===== src/rtl/spi_flash_pkg.sv =====
// Shared definitions for the SPI flash stand-in: opcodes,
// status bit positions and the slave FSM state encoding.
package spi_flash_pkg;

    localparam logic [7:0] OP_WREN = 8'h06;
    localparam logic [7:0] OP_WRDI = 8'h04;
    localparam logic [7:0] OP_RDSR = 8'h05;
    localparam logic [7:0] OP_READ = 8'h03;
    localparam logic [7:0] OP_PP   = 8'h02;
    localparam logic [7:0] OP_SE   = 8'hD8;
    localparam logic [7:0] OP_BE   = 8'hC7;

    localparam int ST_WIP = 0;
    localparam int ST_WEL = 1;

    typedef enum logic [2:0] {
        S_IDLE,
        S_OPCODE,
        S_ADDR,
        S_DIN,
        S_DOUT,
        S_CMD_END,
        S_IGNORE,
        S_ERASE
    } state_t;

endpackage


===== src/rtl/spi_slave_sync_edge.sv =====
// Synchronises CS_n/SCK/MOSI into sys_clk and makes edge strobes.
// Ports: sys_clk, rst_n; i_cs_n, i_sck, i_mosi (async pins);
//        o_cs_n, o_mosi (synced); o_sck_rise/fall, o_cs_rise/fall.
module spi_slave_sync_edge (
    input  logic sys_clk,
    input  logic rst_n,
    input  logic i_cs_n,
    input  logic i_sck,
    input  logic i_mosi,
    output logic o_cs_n,
    output logic o_mosi,
    output logic o_sck_rise,
    output logic o_sck_fall,
    output logic o_cs_rise,
    output logic o_cs_fall
);

    // [1] is the synchronised level, [2] the previous one
    logic [2:0] r_cs;
    logic [2:0] r_sck;
    logic [1:0] r_mosi;

    always_ff @(posedge sys_clk or negedge rst_n) begin
        if (!rst_n) begin
            r_cs   <= 3'b111;
            r_sck  <= 3'b000;
            r_mosi <= 2'b00;
        end else begin
            r_cs   <= {r_cs[1:0], i_cs_n};
            r_sck  <= {r_sck[1:0], i_sck};
            r_mosi <= {r_mosi[0], i_mosi};
        end
    end

    assign o_cs_n     = r_cs[1];
    assign o_mosi     = r_mosi[1];
    assign o_sck_rise = r_sck[1] & ~r_sck[2];
    assign o_sck_fall = ~r_sck[1] & r_sck[2];
    assign o_cs_rise  = r_cs[1] & ~r_cs[2];
    assign o_cs_fall  = ~r_cs[1] & r_cs[2];

endmodule


===== src/rtl/spi_flash_slave.sv =====
// SPI flash target (mode 0) serving a small byte array.
// Ports: sys_clk, rst_n; spi_cs_n, spi_sck, spi_mosi in;
//        spi_miso out; wip, wel status outputs.
module spi_flash_slave
    import spi_flash_pkg::*;
#(
    parameter int ADDR_W = 8,
    parameter int SECT_W = 4
) (
    input  logic sys_clk,
    input  logic rst_n,
    input  logic spi_cs_n,
    input  logic spi_sck,
    input  logic spi_mosi,
    output logic spi_miso,
    output logic wip,
    output logic wel
);

    localparam logic [ADDR_W-1:0] SECT_MASK =
        ADDR_W'((1 << SECT_W) - 1);

    logic w_cs_n, w_mosi, w_sck_rise, w_sck_fall;
    logic w_cs_rise, w_cs_fall;

    state_t r_state, w_nxt;

    logic [2:0]        r_bit_cnt;
    logic [6:0]        r_rx;
    logic [7:0]        r_cmd, r_tx, r_rdata;
    logic [23:0]       r_addr;
    logic [1:0]        r_acnt;
    logic              r_wen, r_pp_any, r_ld, r_ld2;
    logic              r_wip, r_wel, r_miso, r_er_be;
    logic [ADDR_W-1:0] r_er_ptr;
    logic [7:0]        r_mem [0:(1<<ADDR_W)-1];

    logic [7:0]        w_byte, w_status, w_wdata;
    logic              w_bdone, w_commit, w_er_go;
    logic              w_er_last, w_pp_wr, w_we;
    logic [ADDR_W-1:0] w_waddr;

    spi_slave_sync_edge u_sync (
        .sys_clk    (sys_clk),
        .rst_n      (rst_n),
        .i_cs_n     (spi_cs_n),
        .i_sck      (spi_sck),
        .i_mosi     (spi_mosi),
        .o_cs_n     (w_cs_n),
        .o_mosi     (w_mosi),
        .o_sck_rise (w_sck_rise),
        .o_sck_fall (w_sck_fall),
        .o_cs_rise  (w_cs_rise),
        .o_cs_fall  (w_cs_fall)
    );

    always_comb begin
        w_status = '0;
        w_status[ST_WEL] = r_wel;
        w_status[ST_WIP] = r_wip;
    end

    assign w_byte   = {r_rx, w_mosi};
    assign w_bdone  = w_sck_rise & ~w_cs_n & (r_bit_cnt == 3'd7);
    // A frame only takes effect when CS_n rises on a byte boundary
    assign w_commit = w_cs_rise & (r_bit_cnt == 3'd0);
    assign w_er_go  = w_commit & r_wen & (r_state == S_CMD_END)
                    & ((r_cmd == OP_SE) | (r_cmd == OP_BE));
    assign w_pp_wr  = w_bdone & (r_state == S_DIN) & r_wen;
    assign w_er_last = r_er_be ? (&r_er_ptr)
                               : (&(r_er_ptr | ~SECT_MASK));

    // Program only clears bits; r_rdata already holds mem[addr]
    assign w_we    = r_wip | w_pp_wr;
    assign w_waddr = r_wip ? r_er_ptr : r_addr[ADDR_W-1:0];
    assign w_wdata = r_wip ? 8'hFF : (r_rdata & w_byte);

    always_ff @(posedge sys_clk) begin
        if (w_we)
            r_mem[w_waddr] <= w_wdata;
        r_rdata <= r_mem[r_addr[ADDR_W-1:0]];
    end

    always_ff @(posedge sys_clk or negedge rst_n) begin
        if (!rst_n)
            r_state <= S_IDLE;
        else
            r_state <= w_nxt;
    end

    always_comb begin
        w_nxt = r_state;
        unique case (r_state)
            S_IDLE:
                if (w_cs_fall) w_nxt = S_OPCODE;
            S_OPCODE:
                if (w_bdone) begin
                    if (r_wip && (w_byte != OP_RDSR))
                        w_nxt = S_IGNORE;
                    else begin
                        unique case (1'b1)
                            (w_byte == OP_WREN),
                            (w_byte == OP_WRDI),
                            (w_byte == OP_BE):   w_nxt = S_CMD_END;
                            (w_byte == OP_RDSR): w_nxt = S_DOUT;
                            (w_byte == OP_READ),
                            (w_byte == OP_PP),
                            (w_byte == OP_SE):   w_nxt = S_ADDR;
                            default:             w_nxt = S_IGNORE;
                        endcase
                    end
                end
            S_ADDR:
                if (w_bdone && (r_acnt == 2'd2)) begin
                    unique case (1'b1)
                        (r_cmd == OP_READ): w_nxt = S_DOUT;
                        (r_cmd == OP_PP):   w_nxt = S_DIN;
                        default:            w_nxt = S_CMD_END;
                    endcase
                end
            // Erase runs on its own; a new frame may poll status
            S_ERASE:
                if (w_cs_fall)
                    w_nxt = S_OPCODE;
                else if (!r_wip || w_er_last)
                    w_nxt = S_IDLE;
            default: ;
        endcase
        if ((r_state != S_ERASE) && w_cs_n)
            w_nxt = S_IDLE;
        if (w_er_go)
            w_nxt = S_ERASE;
    end

    always_ff @(posedge sys_clk or negedge rst_n) begin
        if (!rst_n) begin
            r_bit_cnt <= '0;
            r_rx      <= '0;
            r_cmd     <= '0;
            r_tx      <= '0;
            r_addr    <= '0;
            r_acnt    <= '0;
            r_wen     <= 1'b0;
            r_pp_any  <= 1'b0;
            r_ld      <= 1'b0;
            r_ld2     <= 1'b0;
            r_miso    <= 1'b0;
            r_wip     <= 1'b0;
            r_wel     <= 1'b0;
            r_er_be   <= 1'b0;
            r_er_ptr  <= '0;
        end else begin
            // Two-stage READ fetch: addr settles, then RAM data
            r_ld2 <= r_ld;
            r_ld  <= 1'b0;
            if (w_cs_n) begin
                r_bit_cnt <= '0;
                r_tx      <= '0;
                r_miso    <= 1'b0;
                r_ld      <= 1'b0;
                r_ld2     <= 1'b0;
            end else begin
                if (w_sck_rise) begin
                    r_bit_cnt <= r_bit_cnt + 3'd1;
                    r_rx      <= {r_rx[5:0], w_mosi};
                end
                if (w_sck_fall) begin
                    r_miso <= r_tx[7];
                    r_tx   <= {r_tx[6:0], 1'b0};
                end
                if (w_bdone) begin
                    case (r_state)
                        S_OPCODE: begin
                            r_cmd    <= w_byte;
                            r_wen    <= r_wel;
                            r_acnt   <= '0;
                            r_pp_any <= 1'b0;
                            if (w_nxt == S_DOUT)
                                r_tx <= w_status;
                        end
                        S_ADDR: begin
                            r_addr <= {r_addr[15:0], w_byte};
                            r_acnt <= r_acnt + 2'd1;
                            if (w_nxt == S_DOUT)
                                r_ld <= 1'b1;
                        end
                        S_DOUT:
                            if (r_cmd == OP_RDSR)
                                r_tx <= w_status;
                            else
                                r_ld <= 1'b1;
                        S_DIN: begin
                            r_pp_any    <= 1'b1;
                            r_addr[7:0] <= r_addr[7:0] + 8'd1;
                        end
                        default: ;
                    endcase
                end
                if (r_ld2) begin
                    r_tx   <= r_rdata;
                    r_addr <= r_addr + 24'd1;
                end
            end

            if (r_wip) begin
                r_er_ptr <= r_er_ptr + ADDR_W'(1);
                if (w_er_last) begin
                    r_wip <= 1'b0;
                    r_wel <= 1'b0;
                end
            end
            if (w_commit) begin
                if ((r_state == S_CMD_END) && (r_cmd == OP_WREN))
                    r_wel <= 1'b1;
                if ((r_state == S_CMD_END) && (r_cmd == OP_WRDI))
                    r_wel <= 1'b0;
                if ((r_state == S_DIN) && r_wen && r_pp_any)
                    r_wel <= 1'b0;
            end
            if (w_er_go) begin
                r_wip    <= 1'b1;
                r_er_be  <= (r_cmd == OP_BE);
                r_er_ptr <= (r_cmd == OP_BE) ? '0
                          : (r_addr[ADDR_W-1:0] & ~SECT_MASK);
            end
        end
    end

    assign spi_miso = r_miso;
    assign wip      = r_wip;
    assign wel      = r_wel;

endmodule


===== config.mk =====
export PLATFORM = sky130hd
export DESIGN_NAME = spi_flash_slave
export DESIGN_NICKNAME = d
export VERILOG_FILES = /design/src/rtl/spi_flash_pkg.sv /design/src/rtl/spi_slave_sync_edge.sv /design/src/rtl/spi_flash_slave.sv
export SDC_FILE = /design/constraint.sdc
export NUM_CORES = 2
export LEC_CHECK = 0
export ABC_AREA = 1
export BUFFER_PORTS_ARGS = -buffer_cell sky130_fd_sc_hd__buf_2
export CORE_ASPECT_RATIO = 0.9
export CORE_MARGIN = 2
export CORE_UTILIZATION = 50
export CTS_CLUSTER_DIAMETER = 120
export DETAILED_ROUTE_END_ITERATION = 12
export PLACE_DENSITY = 0.65
export SLEW_MARGIN = 10
export SYNTH_ARGS = -nofsm -noshare
export SYNTH_HDL_FRONTEND = slang
export SYNTH_HIERARCHICAL = 1
export SYNTH_SLANG_ARGS = --single-unit

===== constraint.sdc =====
create_clock -name sys_clk -period 24.8 [get_ports sys_clk]
set_input_delay 1.24 -clock sys_clk [delete_from_list [all_inputs] [get_ports sys_clk]]
set_output_delay 1.24 -clock sys_clk [all_outputs]
set_load 0.02 [all_outputs]

==> flow_summary.json <==
{
  "outcome": "finished clean",
  "final_nets": 6401,
  "path_class": "flop to flop",
  "clockPowerShare": 0.424,
  "cts_hold_buffers": 0,
  "clock_latency_ns": 0.87,
  "antenna_found_initial": 5,
  "antennaDiodeCount": 0,
  "pin_count": 8,
  "multi_input_area_um2": 18800,
  "min_path_type": "flop to flop",
  "cp_common_cell": "nand3_1",
  "synth_nets": 6583,
  "synth_area_um2": 84500,
  "yosysUniqueCellTypes": 41,
  "r2r-end": "r_rdata[6]",
  "final_max_slew_viol_count": 0,
  "dp_cells": 8431,
  "arrival_ns": 6.05,
  "power_mw": 7.19,
  "hpwl_mm": 128,
  "core-area_um2": 168000,
  "min_period_over_period": 0.211,
  "synth_top_flop_cell": "edfxtp_1",
  "async_flop_share": 0.0297,
  "crit_path_top_delay_cell": "dfrtp_4",
  "netlist_top_cells_area": "edfxtp_1 (73%), o21ai_0 (6.4%), nor2_1 (6.1%)",
  "cp_cell_sequence": "clkinv_16 > buf_4 > buf_4 > buf_4 > o21ai_0 > o211ai_1 > nand3_1 > nand3_1 > nand3_1 > nand3_1 > nand3_1 > nand2_1",
  "synth_edf_count": 2048,
  "synth_common_cells": "edfxtp_1 (2,048), nor2_1 (1,364), o21ai_0 (1,078)",
  "dpl-instance-area_um2": 86000,
  "row_count": 143,
  "internal_power_mw": 5.70,
  "netlist.area_leader.share": 0.728,
  "setup-violations-final": 0,
  "yosysWarnings": 6,
  "final_core_util": 0.550,
  "required_ns": 25.61,
  "die_x_um": 437,
  "clockBufferDepth": 3,
  "wl_per_cell_um": 26.6,
  "clock_skew_ns": 0.0550,
  "final.min_clock_period_ns": 5.24,
  "p_sw_mw": 1.49,
  "htree_levels": 4,
  "hold_end": "u_sync/r_mosi[1]",
  "wl_mm": 234,
  "fin_area_um2": 92500,
  "leakage_nw": 30.2,
  "min_from": "u_sync/r_mosi[0]",
  "drt_iter0_markers": 8159,
  "cts_inserted_buffers": 204,
  "drt.antenna.violating_nets": 0,
  "tightest_slew_ns": 1.23,
  "yosysTopAreaCell": "edfxtp_1",
  "slowest_delay_ns": 0.76,
  "critPathLaunch": "r_addr[0]",
  "clock.fmax_ghz": 0.191,
  "grt_usage": 0.266,
  "numClockSinks": 2119,
  "maxCapViolations": 0,
  "power_density_nw_per_um2": 77.7,
  "comb_power_share": 0.021,
  "drtPass1Iterations": 8,
  "cp-start-kind": "flop",
  "via_per_inst": 6.27,
  "fillers": 13525,
  "seq_area_frac_synth": 0.748,
  "slew_headroom": 0.178,
  "post-route-drc-count": 0,
  "synth_most_common_cell": "edfxtp_1",
  "globalRouteOverflowTotal": 0,
  "dieArea_um2": 172000,
  "grt_pass1_vias": 51246,
  "grt_max_degree": 332,
  "io_buffers": 7,
  "ys_ff_latch": 2119,
  "area_delta_synth_final_pct": 9.52,
  "holdPathStages": 0,
  "fin_cells": 8808,
  "start_util": 0.502,
  "tritoncts": "done",
  "postSynthCellCount": 6572,
  "finalHoldViolCount": 0,
  "vias": 55210,
  "seq_power_share": 0.555,
  "end_kind": "flop",
  "cts_resized": 0,
  "globalplace.congestion": 0.870,
  "rsz0062_at_grt": "false",
  "critPathMaxFanout": 331,
  "reg2reg_depth": 12,
  "ff2ff_setup_slack_ns": 19.56,
  "drive_gt1_frac": 0.0631,
  "peakVddDrop_uv": 79.3,
  "cts_setup_buffers": 0,
  "seq_area_um2": 63300,
  "syn_avg_cell_area_um2": 12.9,
  "grt_pass1_wl_mm": 344,
  "r2r_start": "r_addr[0]",
  "cts-root-buf": "clkbuf_16",
  "swShare": 0.208,
  "fin_tns_setup_ns": 0,
  "die_h_um": 394,
  "clk_pin_slew_ns": 0.06
}
area by class of cell:
| cell class | instances | share of cell area |
|---|---|---|
| repair buffers | 92 | 0.00836 |
| clock inverters | 122 | 0.0120 |
| multi-input cells | 3878 | 0.203 |
| inverters | 95 | 0.00430 |
| well taps | 2247 | 0.0304 |
| flip-flops and latches | 2119 | 0.683 |
| clock buffers | 255 | 0.0582 |
worst max-delay path, delay by kind of cell (launching register included):
kind	cells	cell delay (ns)
buf+inv	4	2.72
simple gates	6	1.05
flops	1	0.76
compound gates	2	0.38
cells by family after synthesis:
family,Yosys count,synth area share
simple gates,2085,0.0985
fa+ha+maj,6,0.000888
buf+inv,575,0.0305
compound gates,1780,0.121
xor+xnor,6,0.000622
flops,2119,0.748
mux,1,0.000118
power by group through the flow:
| stage | sequential, mW | clock (mW) | combinational [mW] |
|---|---|---|---|
| floorplan | 4.14 | 0 | 0.0648 |
| global placement | 4.07 | 0 | 0.146 |
| detailed placement | 4.07 | 0 | 0.149 |
| CTS | 3.99 | 3.07 | 0.148 |
| global route | 3.99 | 3.20 | 0.159 |
| finish | 3.99 | 3.05 | 0.148 |
registers in the layout, summed over array words and instances, names as in the netlist:
| register | count |
|---|---|
| wip | 1 |
| u_sync/r_mosi | 2 |
| spi_miso | 1 |
| r_rdata | 8 |
| r_pp_any | 1 |
| r_bit_cnt | 3 |
| wel | 1 |
| r_addr | 8 |
| u_sync/r_sck | 3 |
| r_wen | 1 |
| r_cmd | 8 |
| r_ld2 | 1 |
| r_ld | 1 |
| u_sync/r_cs | 3 |
| r_er_ptr | 8 |
| r_tx | 8 |
| r_mem | 2048 |
| r_state | 3 |
| r_acnt | 2 |
| r_er_be | 1 |
| r_rx | 7 |
cell usage in the layout (no fill, tap or decap), types with 6 or more instances in the layout:
master        n
clkinv_16     6
buf_2         7
bufinv_16    15
edfxtp_1   2048
o211ai_1     69
o221ai_1    192
o21ai_0    1072
xor2_1        6
buf_4        77
nand2_2      12
inv_1        86
nor2_1     1362
ha_1          6
buf_12        8
nor3_1        9
o22ai_1     308
nand3_1     299
o21ai_1      15
clkbuf_1     45
nand4_1      30
dfxtp_1       8
clkinv_1     55
a21oi_1     106
dfrtp_1      56
nand2_1     363
clkbuf_16   207
clkinv_2     42
o21ai_4       6
layer usage:
metal	track usage	up-vias	share of wire
met4	0.0868	2	0.031
li1	-	24066	-
met3	0.0599	427	0.11
met2	0.386	3256	0.44
met1	0.398	27459	0.41
met5	0	-	0.000051
through the flow:
step / worst slack [ns] / hold slack, ns
finish: 19.56 / 0.358
global route: 19.34 / 0.368
floorplan: 12.18 / 0.331
global placement: 19.85 / 0.347
CTS: 19.74 / 0.362
detailed placement: 19.74 / 0.341
worst max-delay path by stage:
| stage | to | cells past startpoint |
|---|---|---|
| 2_1_floorplan | r_mem[0][2] | 3 |
| 3_3_place_gp | r_rdata[6] | 12 |
| 3_5_place_dp | r_rdata[6] | 12 |
| 4_1_cts | r_rdata[6] | 12 |
| 5_1_grt | r_rdata[6] | 12 |
| 6_report | r_rdata[6] | 12 |
No activity file was read; power rests on OpenSTA's default activity.
